**config.mk**
```make
export PLATFORM = sky130hd
export DESIGN_NAME = lcd_timing_gen
export DESIGN_NICKNAME = d
export VERILOG_FILES = /design/src/rtl/lcd_timing_pkg.sv /design/src/rtl/lcd_axis_cnt.sv /design/src/rtl/lcd_timing_gen.sv
export SDC_FILE = /design/constraint.sdc
export NUM_CORES = 1
export LEC_CHECK = 0
export ABC_AREA = 1
export CORE_MARGIN = 3
export CORE_UTILIZATION = 30
export DETAILED_ROUTE_END_ITERATION = 12
export GPL_TIMING_DRIVEN = 1
export PLACE_DENSITY = 0.56
export SYNTH_ARGS = -nofsm -noshare
export SYNTH_HDL_FRONTEND = slang
export SYNTH_SLANG_ARGS = --single-unit
```
**constraint.sdc**
```tcl
create_clock -name CLK -period 2.19 [get_ports CLK]
set_input_delay 0.438 -clock CLK [delete_from_list [all_inputs] [get_ports CLK]]
set_output_delay 0.438 -clock CLK [all_outputs]
set_load 0.1 [all_outputs]
```
**src/rtl/lcd_timing_pkg.sv**
```systemverilog
// Shared types and constants for the LCD raster timing generator.
// The default panel is the 480x272 RGB-LCD set.
package lcd_timing_pkg;

    typedef enum logic [1:0] {
        PH_SYNC   = 2'd0,
        PH_BP     = 2'd1,
        PH_ACTIVE = 2'd2,
        PH_FP     = 2'd3
    } phase_e;

    localparam int unsigned DEF_H_ACTIVE = 480;
    localparam int unsigned DEF_H_FP     = 8;
    localparam int unsigned DEF_H_SYNC   = 4;
    localparam int unsigned DEF_H_BP     = 43;
    localparam int unsigned DEF_V_ACTIVE = 272;
    localparam int unsigned DEF_V_FP     = 4;
    localparam int unsigned DEF_V_SYNC   = 4;
    localparam int unsigned DEF_V_BP     = 12;
    localparam int unsigned DEF_CNT_W    = 11;

    localparam logic [15:0] RGB_WHITE   = 16'hFFFF;
    localparam logic [15:0] RGB_YELLOW  = 16'hFFE0;
    localparam logic [15:0] RGB_CYAN    = 16'h07FF;
    localparam logic [15:0] RGB_GREEN   = 16'h07E0;
    localparam logic [15:0] RGB_MAGENTA = 16'hF81F;
    localparam logic [15:0] RGB_RED     = 16'hF800;
    localparam logic [15:0] RGB_BLUE    = 16'h001F;
    localparam logic [15:0] RGB_BLACK   = 16'h0000;

    function automatic logic [15:0] bar_colour(input logic [2:0] idx);
        logic [15:0] c;
        case (idx)
            3'd0:    c = RGB_WHITE;
            3'd1:    c = RGB_YELLOW;
            3'd2:    c = RGB_CYAN;
            3'd3:    c = RGB_GREEN;
            3'd4:    c = RGB_MAGENTA;
            3'd5:    c = RGB_RED;
            3'd6:    c = RGB_BLUE;
            default: c = RGB_BLACK;
        endcase
        return c;
    endfunction

endpackage

```
**src/rtl/lcd_axis_cnt.sv**
```systemverilog
// One raster axis: position counter plus SYNC/BP/ACTIVE/FP phase FSM.
// Exposes next-cycle count/phase so the top can register decoded outputs in step.
module lcd_axis_cnt
    import lcd_timing_pkg::*;
#(
    parameter int unsigned SYNC   = 1,
    parameter int unsigned BP     = 1,
    parameter int unsigned ACTIVE = 1,
    parameter int unsigned FP     = 1,
    parameter int unsigned CNT_W  = 11
) (
    input  logic             clk_i,
    input  logic             rst_i,
    input  logic             clr_i,
    input  logic             adv_i,
    output logic [CNT_W-1:0] cnt_nxt_o,
    output phase_e           ph_nxt_o,
    output logic             wrap_o
);

    localparam logic [CNT_W-1:0] END_SYNC = CNT_W'(SYNC - 1);
    localparam logic [CNT_W-1:0] END_BP   = CNT_W'(SYNC + BP - 1);
    localparam logic [CNT_W-1:0] END_ACT  = CNT_W'(SYNC + BP + ACTIVE - 1);
    localparam logic [CNT_W-1:0] END_FP   = CNT_W'(SYNC + BP + ACTIVE + FP - 1);

    logic [CNT_W-1:0] cnt_q, cnt_d;
    phase_e           ph_q, ph_d;

    always_ff @(posedge clk_i or posedge rst_i) begin
        if (rst_i) begin
            cnt_q <= '0;
            ph_q  <= PH_SYNC;
        end else begin
            cnt_q <= cnt_d;
            ph_q  <= ph_d;
        end
    end

    // Each phase is left on the advance that finishes its last position.
    always_comb begin
        ph_d  = ph_q;
        cnt_d = cnt_q;
        if (clr_i) begin
            ph_d  = PH_SYNC;
            cnt_d = '0;
        end else if (adv_i) begin
            cnt_d = (cnt_q == END_FP) ? '0 : cnt_q + 1'b1;
            case (ph_q)
                PH_SYNC:   if (cnt_q == END_SYNC) ph_d = PH_BP;
                PH_BP:     if (cnt_q == END_BP)   ph_d = PH_ACTIVE;
                PH_ACTIVE: if (cnt_q == END_ACT)  ph_d = PH_FP;
                PH_FP:     if (cnt_q == END_FP)   ph_d = PH_SYNC;
                default:                          ph_d = PH_SYNC;
            endcase
        end
    end

    always_comb begin
        wrap_o    = adv_i && !clr_i && (cnt_q == END_FP);
        cnt_nxt_o = cnt_d;
        ph_nxt_o  = ph_d;
    end

endmodule

```
**src/rtl/lcd_timing_gen.sv**
```systemverilog
// RGB-LCD raster timing (HS/VS/DE/X/Y/FRAME_START) paced by a divided pixel wave on CLK.
// Optional colour-bar test pattern on PAT_RGB when LCD_TEST_PATTERN_EN is defined.
module lcd_timing_gen
    import lcd_timing_pkg::*;
#(
    parameter int unsigned H_ACTIVE = DEF_H_ACTIVE,
    parameter int unsigned H_FP     = DEF_H_FP,
    parameter int unsigned H_SYNC   = DEF_H_SYNC,
    parameter int unsigned H_BP     = DEF_H_BP,
    parameter int unsigned V_ACTIVE = DEF_V_ACTIVE,
    parameter int unsigned V_FP     = DEF_V_FP,
    parameter int unsigned V_SYNC   = DEF_V_SYNC,
    parameter int unsigned V_BP     = DEF_V_BP,
    parameter int unsigned CNT_W    = DEF_CNT_W
) (
    input  logic             CLK,
    input  logic             RST,
    input  logic             EN,
    input  logic             PCLK_DIV,
    output logic             PIX_STB,
    output logic             HS,
    output logic             VS,
    output logic             DE,
    output logic [CNT_W-1:0] X,
    output logic [CNT_W-1:0] Y,
    output logic             FRAME_START,
    output logic [15:0]      PAT_RGB
);

    localparam int unsigned H_TOTAL = H_SYNC + H_BP + H_ACTIVE + H_FP;
    localparam int unsigned V_TOTAL = V_SYNC + V_BP + V_ACTIVE + V_FP;

    if (H_TOTAL >= (1 << CNT_W)) begin : g_h_total_chk
        $error("lcd_timing_gen: H_TOTAL does not fit in CNT_W bits");
    end
    if (V_TOTAL >= (1 << CNT_W)) begin : g_v_total_chk
        $error("lcd_timing_gen: V_TOTAL does not fit in CNT_W bits");
    end

    logic             pclk_q;
    logic             tick;
    logic [CNT_W-1:0] h_nxt, v_nxt;
    phase_e           h_ph_nxt, v_ph_nxt;
    logic             h_wrap, v_wrap;

    // pclk_q resets high so a wave already high out of reset is not a rising edge.
    always_ff @(posedge CLK or posedge RST) begin
        if (RST) pclk_q <= 1'b1;
        else     pclk_q <= PCLK_DIV;
    end

    assign tick = EN & PCLK_DIV & ~pclk_q;

    lcd_axis_cnt #(
        .SYNC(H_SYNC), .BP(H_BP), .ACTIVE(H_ACTIVE), .FP(H_FP), .CNT_W(CNT_W)
    ) u_h_axis (
        .clk_i    (CLK),
        .rst_i    (RST),
        .clr_i    (~EN),
        .adv_i    (tick),
        .cnt_nxt_o(h_nxt),
        .ph_nxt_o (h_ph_nxt),
        .wrap_o   (h_wrap)
    );

    lcd_axis_cnt #(
        .SYNC(V_SYNC), .BP(V_BP), .ACTIVE(V_ACTIVE), .FP(V_FP), .CNT_W(CNT_W)
    ) u_v_axis (
        .clk_i    (CLK),
        .rst_i    (RST),
        .clr_i    (~EN),
        .adv_i    (h_wrap),
        .cnt_nxt_o(v_nxt),
        .ph_nxt_o (v_ph_nxt),
        .wrap_o   (v_wrap)
    );

    logic             stb_q, stb_d;
    logic             hs_q, hs_d;
    logic             vs_q, vs_d;
    logic             de_q, de_d;
    logic [CNT_W-1:0] x_q, x_d;
    logic [CNT_W-1:0] y_q, y_d;
    logic             fs_q, fs_d;

    // Decode from post-update counters; outputs hold between ticks.
    always_comb begin
        stb_d = tick;
        fs_d  = 1'b0;
        hs_d  = hs_q;
        vs_d  = vs_q;
        de_d  = de_q;
        x_d   = x_q;
        y_d   = y_q;
        if (!EN) begin
            hs_d = 1'b1;
            vs_d = 1'b1;
            de_d = 1'b0;
            x_d  = '0;
            y_d  = '0;
        end else if (tick) begin
            hs_d = !(h_nxt < CNT_W'(H_SYNC));
            vs_d = !(v_nxt < CNT_W'(V_SYNC));
            de_d = (h_ph_nxt == PH_ACTIVE) && (v_ph_nxt == PH_ACTIVE);
            x_d  = de_d ? h_nxt - CNT_W'(H_SYNC + H_BP) : '0;
            y_d  = de_d ? v_nxt - CNT_W'(V_SYNC + V_BP) : '0;
            fs_d = h_wrap && v_wrap;
        end
    end

    always_ff @(posedge CLK or posedge RST) begin
        if (RST) begin
            stb_q <= 1'b0;
            hs_q  <= 1'b1;
            vs_q  <= 1'b1;
            de_q  <= 1'b0;
            x_q   <= '0;
            y_q   <= '0;
            fs_q  <= 1'b0;
        end else begin
            stb_q <= stb_d;
            hs_q  <= hs_d;
            vs_q  <= vs_d;
            de_q  <= de_d;
            x_q   <= x_d;
            y_q   <= y_d;
            fs_q  <= fs_d;
        end
    end

    assign PIX_STB     = stb_q;
    assign HS          = hs_q;
    assign VS          = vs_q;
    assign DE          = de_q;
    assign X           = x_q;
    assign Y           = y_q;
    assign FRAME_START = fs_q;

`ifdef LCD_TEST_PATTERN_EN
    logic [15:0] pat_q, pat_d;

    always_comb begin
        pat_d = pat_q;
        if (!EN)
            pat_d = '0;
        else if (tick)
            pat_d = de_d ? bar_colour(3'((32'(x_d) * 32'd8) / 32'(H_ACTIVE))) : '0;
    end

    always_ff @(posedge CLK or posedge RST) begin
        if (RST) pat_q <= '0;
        else     pat_q <= pat_d;
    end

    assign PAT_RGB = pat_q;
`else
    assign PAT_RGB = '0;
`endif

endmodule
```
# ---- Word level (Yosys, flattened, before mapping)
# Cells that the tools add are included.
dict set report word_totals {
  reg_bits 54
  latch_bits 0
  ram_bits 0
  mem_bits_ro 0
  output_inout_bits 43
  wordCells 82
  mem_count 0
}
dict set report classes {
  add_sub_neg 4
  multipliers 0
  div 0
  magnitude_cmp 2
  n_eq_ne 17
  shift 0
  n_mux 34
  bitwise 3
  n_reduce_logical 10
}
# op count
set ops {}
lappend ops {{two-way mux 11 bit} 12}
lappend ops {{two-way mux 2 bit} 12}
lappend ops {{adder 11 x 1 -> 11 bit, second input constant} 2}
lappend ops {{equality test 11 x 10 -> 1 bit, second input constant} 2}
lappend ops {{equality test 11 x 2 -> 1 bit, second input constant} 2}
lappend ops {{equality test 11 x 9 -> 1 bit, second input constant} 2}
lappend ops {{< comparator 11 x 3 -> 1 bit, second input constant} 2}
lappend ops {{one-hot mux 2 bit (4 select lines)} 2}
lappend ops {{equality test 2 bit, second input constant} 6}
lappend ops {{equality test 11 x 4 -> 1 bit, second input constant} 1}
lappend ops {{equality test 11 x 6 -> 1 bit, second input constant} 1}
lappend ops {{subtractor 11 x 5 -> 11 bit, second input constant} 1}
lappend ops {{subtractor 11 x 6 -> 11 bit, second input constant} 1}
lappend ops {{two-way mux 1 bit} 8}
lappend ops {{logical AND 1 bit} 6}
lappend ops {{equality test 2 x 1 -> 1 bit, second input constant} 2}
lappend ops {{zero test 2 bit} 2}
lappend ops {{bitwise AND 1 bit} 2}
lappend ops {{zero test 1 bit} 2}
lappend ops {{!= test 2 x 1 -> 1 bit, second input constant} 1}
lappend ops {{NOT 1 bit} 1}

# ---- Depth between registers and ports, before layout
dict set report logic_depth {
  ltp_word 11
  mapped_depth 15
  ltp_nobuf 15
}

# ---- By module
# Synthesis repeated with hierarchy kept, for this count alone.
dict set report unflattened {
  hier_cells 411
  area_unflattened_um2 3135.5
}
# mod n_inst cells_each area_per_inst_um2 seq_area_each_um2
set by_module_without_submodules {}
lappend by_module_without_submodules {lcd_timing_gen 1 184 1502.7 704.4}
lappend by_module_without_submodules {{lcd_axis_cnt at u_v_axis} 1 117 822.0 325.3}
lappend by_module_without_submodules {{lcd_axis_cnt at u_h_axis} 1 110 810.8 325.3}

# ---- Least setup slack after synthesis
# OpenSTA, ideal clock, no wires.
dict set report synth_timing {
  kind {register to register}
  from {register u_h_axis.cnt_q[0]}
  to {register y_q[8] (netlist: Y[8])}
  setup_ns 0.125
  arrival_ns 2.122
  t_required_ns 2.065
  setup_slack_ns -0.057
  stages_incl_launch_ff 15
  path_buffers 1
  synth_period_minus_slack_ns 2.247
  cell_sequence {dfrtp_1 -> inv_1 -> ha_1 -> nand2_4 -> nor2_8 -> nand3_2 -> nor2_4 -> buf_6 -> nand3_1 -> o21ai_1 -> nand2_2 -> ha_1 -> nand3_1 -> xor2_1 -> o21ai_1}
}
dict set report synth_via {
  elab_chain_len 10
  elab_cells_between_ends 23
}
# item line
set synth_lines {}
lappend synth_lines {{from (decl)} lcd_axis_cnt.sv:26} ;# logic [CNT_W-1:0] cnt_q, cnt_d;
lappend synth_lines {{from (signal assigned)} lcd_axis_cnt.sv:34} ;# cnt_q <= cnt_d;
lappend synth_lines {{branches (longest 7 deep; another with subtractor 11 x 5 -> 11 bit)} n/a}
lappend synth_lines {{two-way mux 11 bit (*)} lcd_timing_gen.sv:106} ;# y_d = de_d ? v_nxt - CNT_W'(V_SYNC + V_BP) : '0;
lappend synth_lines {{two-way mux 11 bit (*)} lcd_timing_gen.sv:101} ;# end else if (tick) begin
lappend synth_lines {{two-way mux 11 bit (*)} lcd_timing_gen.sv:95} ;# if (!EN) begin
lappend synth_lines {{to (signal assigned)} lcd_timing_gen.sv:126} ;# y_q <= y_d;
lappend synth_lines {{to (decl)} lcd_timing_gen.sv:83} ;# logic [CNT_W-1:0] y_q, y_d;
# Mark *: on every way between the ends. The select of a mux whose other input is x is not followed.
# A chain may end at the register's enable or synchronous reset.

# ---- Worst setup path after layout
dict set report layout_timing {
  from {register u_h_axis.cnt_q[0]}
  to {register y_q[9] (netlist: Y[9])}
}
# Same word-level chain as after synthesis.

==> reports/results.ini <==
[final_layout]
final_nets = 592
fill_cells = 1137
seq_area_sq_um = 1360
diodes = 0
layout-drive-gt1-share_pct = 33.2
fin_cells = 727
area_growth_pct = 31.6
utilization_pct = 41.2
multi_input_area_sq_um = 2000
finalInstanceArea_sq_um = 4810

[worst_setup_path]
path_depth = 16
endpoint_kind = register
cp_num_buf_inv = 3
critPathMaxStageDelay_ps = 410
rrSetupSlack_ps = 140
cpLargestDelayFamily = simple AND/OR/NAND/NOR gates
crit_fanout = 5
path_cells = inv_2 -> ha_4 -> nand2_4 -> nor2_8 -> nand3_2 -> nor2_4 -> inv_1 -> buf_4 -> nand2_1 -> nand3_1 -> nand2_1 -> nor2_4 -> nand2_1 -> nand2_1 -> nand3_1 -> nand2_1
timing.rr.start = u_h_axis.cnt_q[0]$_DFF_PP0_
timing.critical_path.required_ps = 2390
r2r_cells = 16
slowest_stage = dfrtp_2
critPathLaunchType = register
cpMostUsedCell = nand2_1
r2r_end = Y[9]$_DFFE_PP0P_
arrival_ps = 2250
critical_path_class = register to register

[drt]
final_antenna_net_count = 0
drt-pass1-iter-count = 4
via_per_inst = 4.65
totalWireLength_mm = 9.66
wl_per_cell_um = 13.3
drtIter0Drc = 214
vias = 3382
drc = 0

[grt]
gr-total-overflow = 0
track_usage_pct = 15.0
antenna_found_initial = 0
grt_pass1_wl_mm = 16.0
grt_max_degree = 24
grt_pass1_vias = 3194

[place]
place.port_buffers = 30
place_ws_ps = -282
post-dp-hpwl_mm = 7.46
postPlaceCellArea_sq_um = 4480
gp_congestion = 0.907
placed_cells = 714

[power_and_ir_drop]
ir_worst_vdd_v = 0.000356
p_leak_nw = 2.57
finalPower_mw = 2.34
p_per_area_nw_per_um2 = 487

[timing]
drv_slew = 0
layout_setup_ws_ps = 140
finClkSkew_ps = 8.64
fin_crit_sh_pct = 93.6
hold_violations = 0
fmax_mhz = 488
rsz0062_at_grt = yes
min_period_ps = 2050
setup_viol = 0

[logic_synthesis]
synth_sequential_area_ratio_pct = 37.1
synthCells = 486
syn_area_per_cell_sq_um = 7.52
ys_seq_elements = 54
synth_edf_count = 0
synth_cell_type_count = 39
synth_top_flop_cell = dfrtp_1
synthArstFlopShare_pct = 100
syn-cell-area_sq_um = 3650
ys_warn_count = 0

[die]
start_util_pct = 31.3
rows = 39
fp.dieH_um = 116
die_w_um = 116
ioPinCount = 47
die_area_sq_um = 13500
core_sq_um = 11700

[status]
status = completed

[clocking]
clk_latency_ps = 310
clk_pin_slew_ps = 80
ctsRootBufferMaster = clkbuf_16
cts_tree = built
htreeDepth = 2
clk_path_buf_depth = 2
clock-sinks = 54
numCtsBuffers = 5

[flow_run]
drv_cap = 0

[min_path]
hold_class = input port to register
hp-start = PCLK_DIV
holdPathStages = 1
hold_path_end = pclk_q$_DFF_PP1_

## worst max-delay path by stage
stage / start / end / slack, ps
6_report: u_h_axis.cnt_q[0]$_DFF_PP0_ / Y[9]$_DFFE_PP0P_ / 140
5_1_grt: u_h_axis.cnt_q[0]$_DFF_PP0_ / Y[9]$_DFFE_PP0P_ / -20
4_1_cts: EN / X[9]$_DFFE_PP0P_ / 30
3_5_place_dp: EN / X[9]$_DFFE_PP0P_ / -280
3_3_place_gp: EN / X[9]$_DFFE_PP0P_ / -210
2_1_floorplan: u_h_axis.cnt_q[0]$_DFF_PP0_ / Y[8]$_DFFE_PP0P_ / 30
## registers in the layout, summed over array words and instances, names as in the netlist
name / cells
DE: 1
FRAME_START: 1
HS: 1
PIX_STB: 1
VS: 1
X: 11
Y: 11
pclk_q: 1
u_h_axis.cnt_q: 11
u_h_axis.ph_q: 2
u_v_axis.cnt_q: 11
u_v_axis.ph_q: 2
## placed cells by master, fill, tap and decap left out, drive strengths merged, types with 2 or more instances in the layout
cell	count
dfstp	3
nor3	13
ha	5
buf	97
o21ai	23
nand4	19
dfrtp	51
xor2	4
or2	3
dlymetal6s2s	2
conb	16
o211ai	3
nor2	46
clkbuf	5
nand2	157
nand3	61
inv	68
## worst reg2reg max path, stage by stage (launching register included)
cell	delay, ps
dfrtp_2	410
inv_2	80
ha_4	140
nand2_4	70
nor2_8	100
nand3_2	110
nor2_4	190
inv_1	80
buf_4	140
nand2_1	50
nand3_1	160
nand2_1	160
nor2_4	50
nand2_1	50
nand2_1	40
nand3_1	60
nand2_1	50
## per-stage QoR
stage	hold WS [ps]	setup TNS [ps]
floorplan	442	0
global placement	466	-3970
detailed placement	471	-4530
CTS	488	0
global route	319	-23.8
finish	327	0
## cell families after synthesis
kind of cell             after synthesis  synth area share (%)
adder cells (fa/ha/maj)                5                  1.71
buffers and inverters                 91                  12.4
flip-flops                            54                  37.1
AO/OA/AOI/OAI                         30                  6.16
AND/OR/NAND/NOR                      300                  41.4
other                                  1                 0.103
XOR/XNOR                               5                  1.20
## routing by layer
metal  GRT usage (%)  wire, um
met2            21.7      4150
met1            22.5      4830
met5               0         0
met3            2.69       502
met4            5.18       183
## cell type report
cell class	instances	area share (%)
multi-input combinational	356	41.6
inverter	66	5.15
timing repair buffer	100	17.7
tap	143	3.72
clock buffer	5	2.60
sequential	54	28.2
clock inverter	3	0.989
## synth_stat cells, types with 2 or more instances
master | instances | area (sq um)
ha_1 | 5 | 62.6
buf_6 | 5 | 56.3
dfrtp_1 | 51 | 1280
dfstp_2 | 3 | 78.8
o21ai_1 | 7 | 35.0
nor2_4 | 6 | 67.6
nand2_1 | 139 | 522
nor2_2 | 5 | 31.3
xor2_1 | 4 | 35.0
nor3_1 | 11 | 55.1
or2_2 | 3 | 18.8
nand2_2 | 14 | 87.6
nand3_1 | 53 | 265
buf_4 | 18 | 135
nand3_2 | 7 | 70.1
nand4_1 | 18 | 113
nand2_4 | 4 | 45.0
o211ai_2 | 2 | 25.0
inv_1 | 56 | 210
inv_2 | 10 | 37.5
nor2_8 | 2 | 40.0
nor2_1 | 33 | 124
o21ai_0 | 6 | 30.0
o21ai_2 | 9 | 78.8
## repair_timing
item	4_1_cts	5_1_grt
endpoints found under the hold margin	0	0
hold buffers	0	0
setup endpoints to repair	0	25
gates resized for setup	0	27
setup buffers	0	5
## where the power goes
part | switching [mW] | internal (mW) | leakage [nW]
clock | 0.421 | 0.550 | 0.0848
sequential | 0.00826 | 1.01 | 0.739
combinational | 0.270 | 0.0787 | 1.75
total | 0.700 | 1.64 | 2.57
Note: power is estimated with default switching activity, not from simulation.
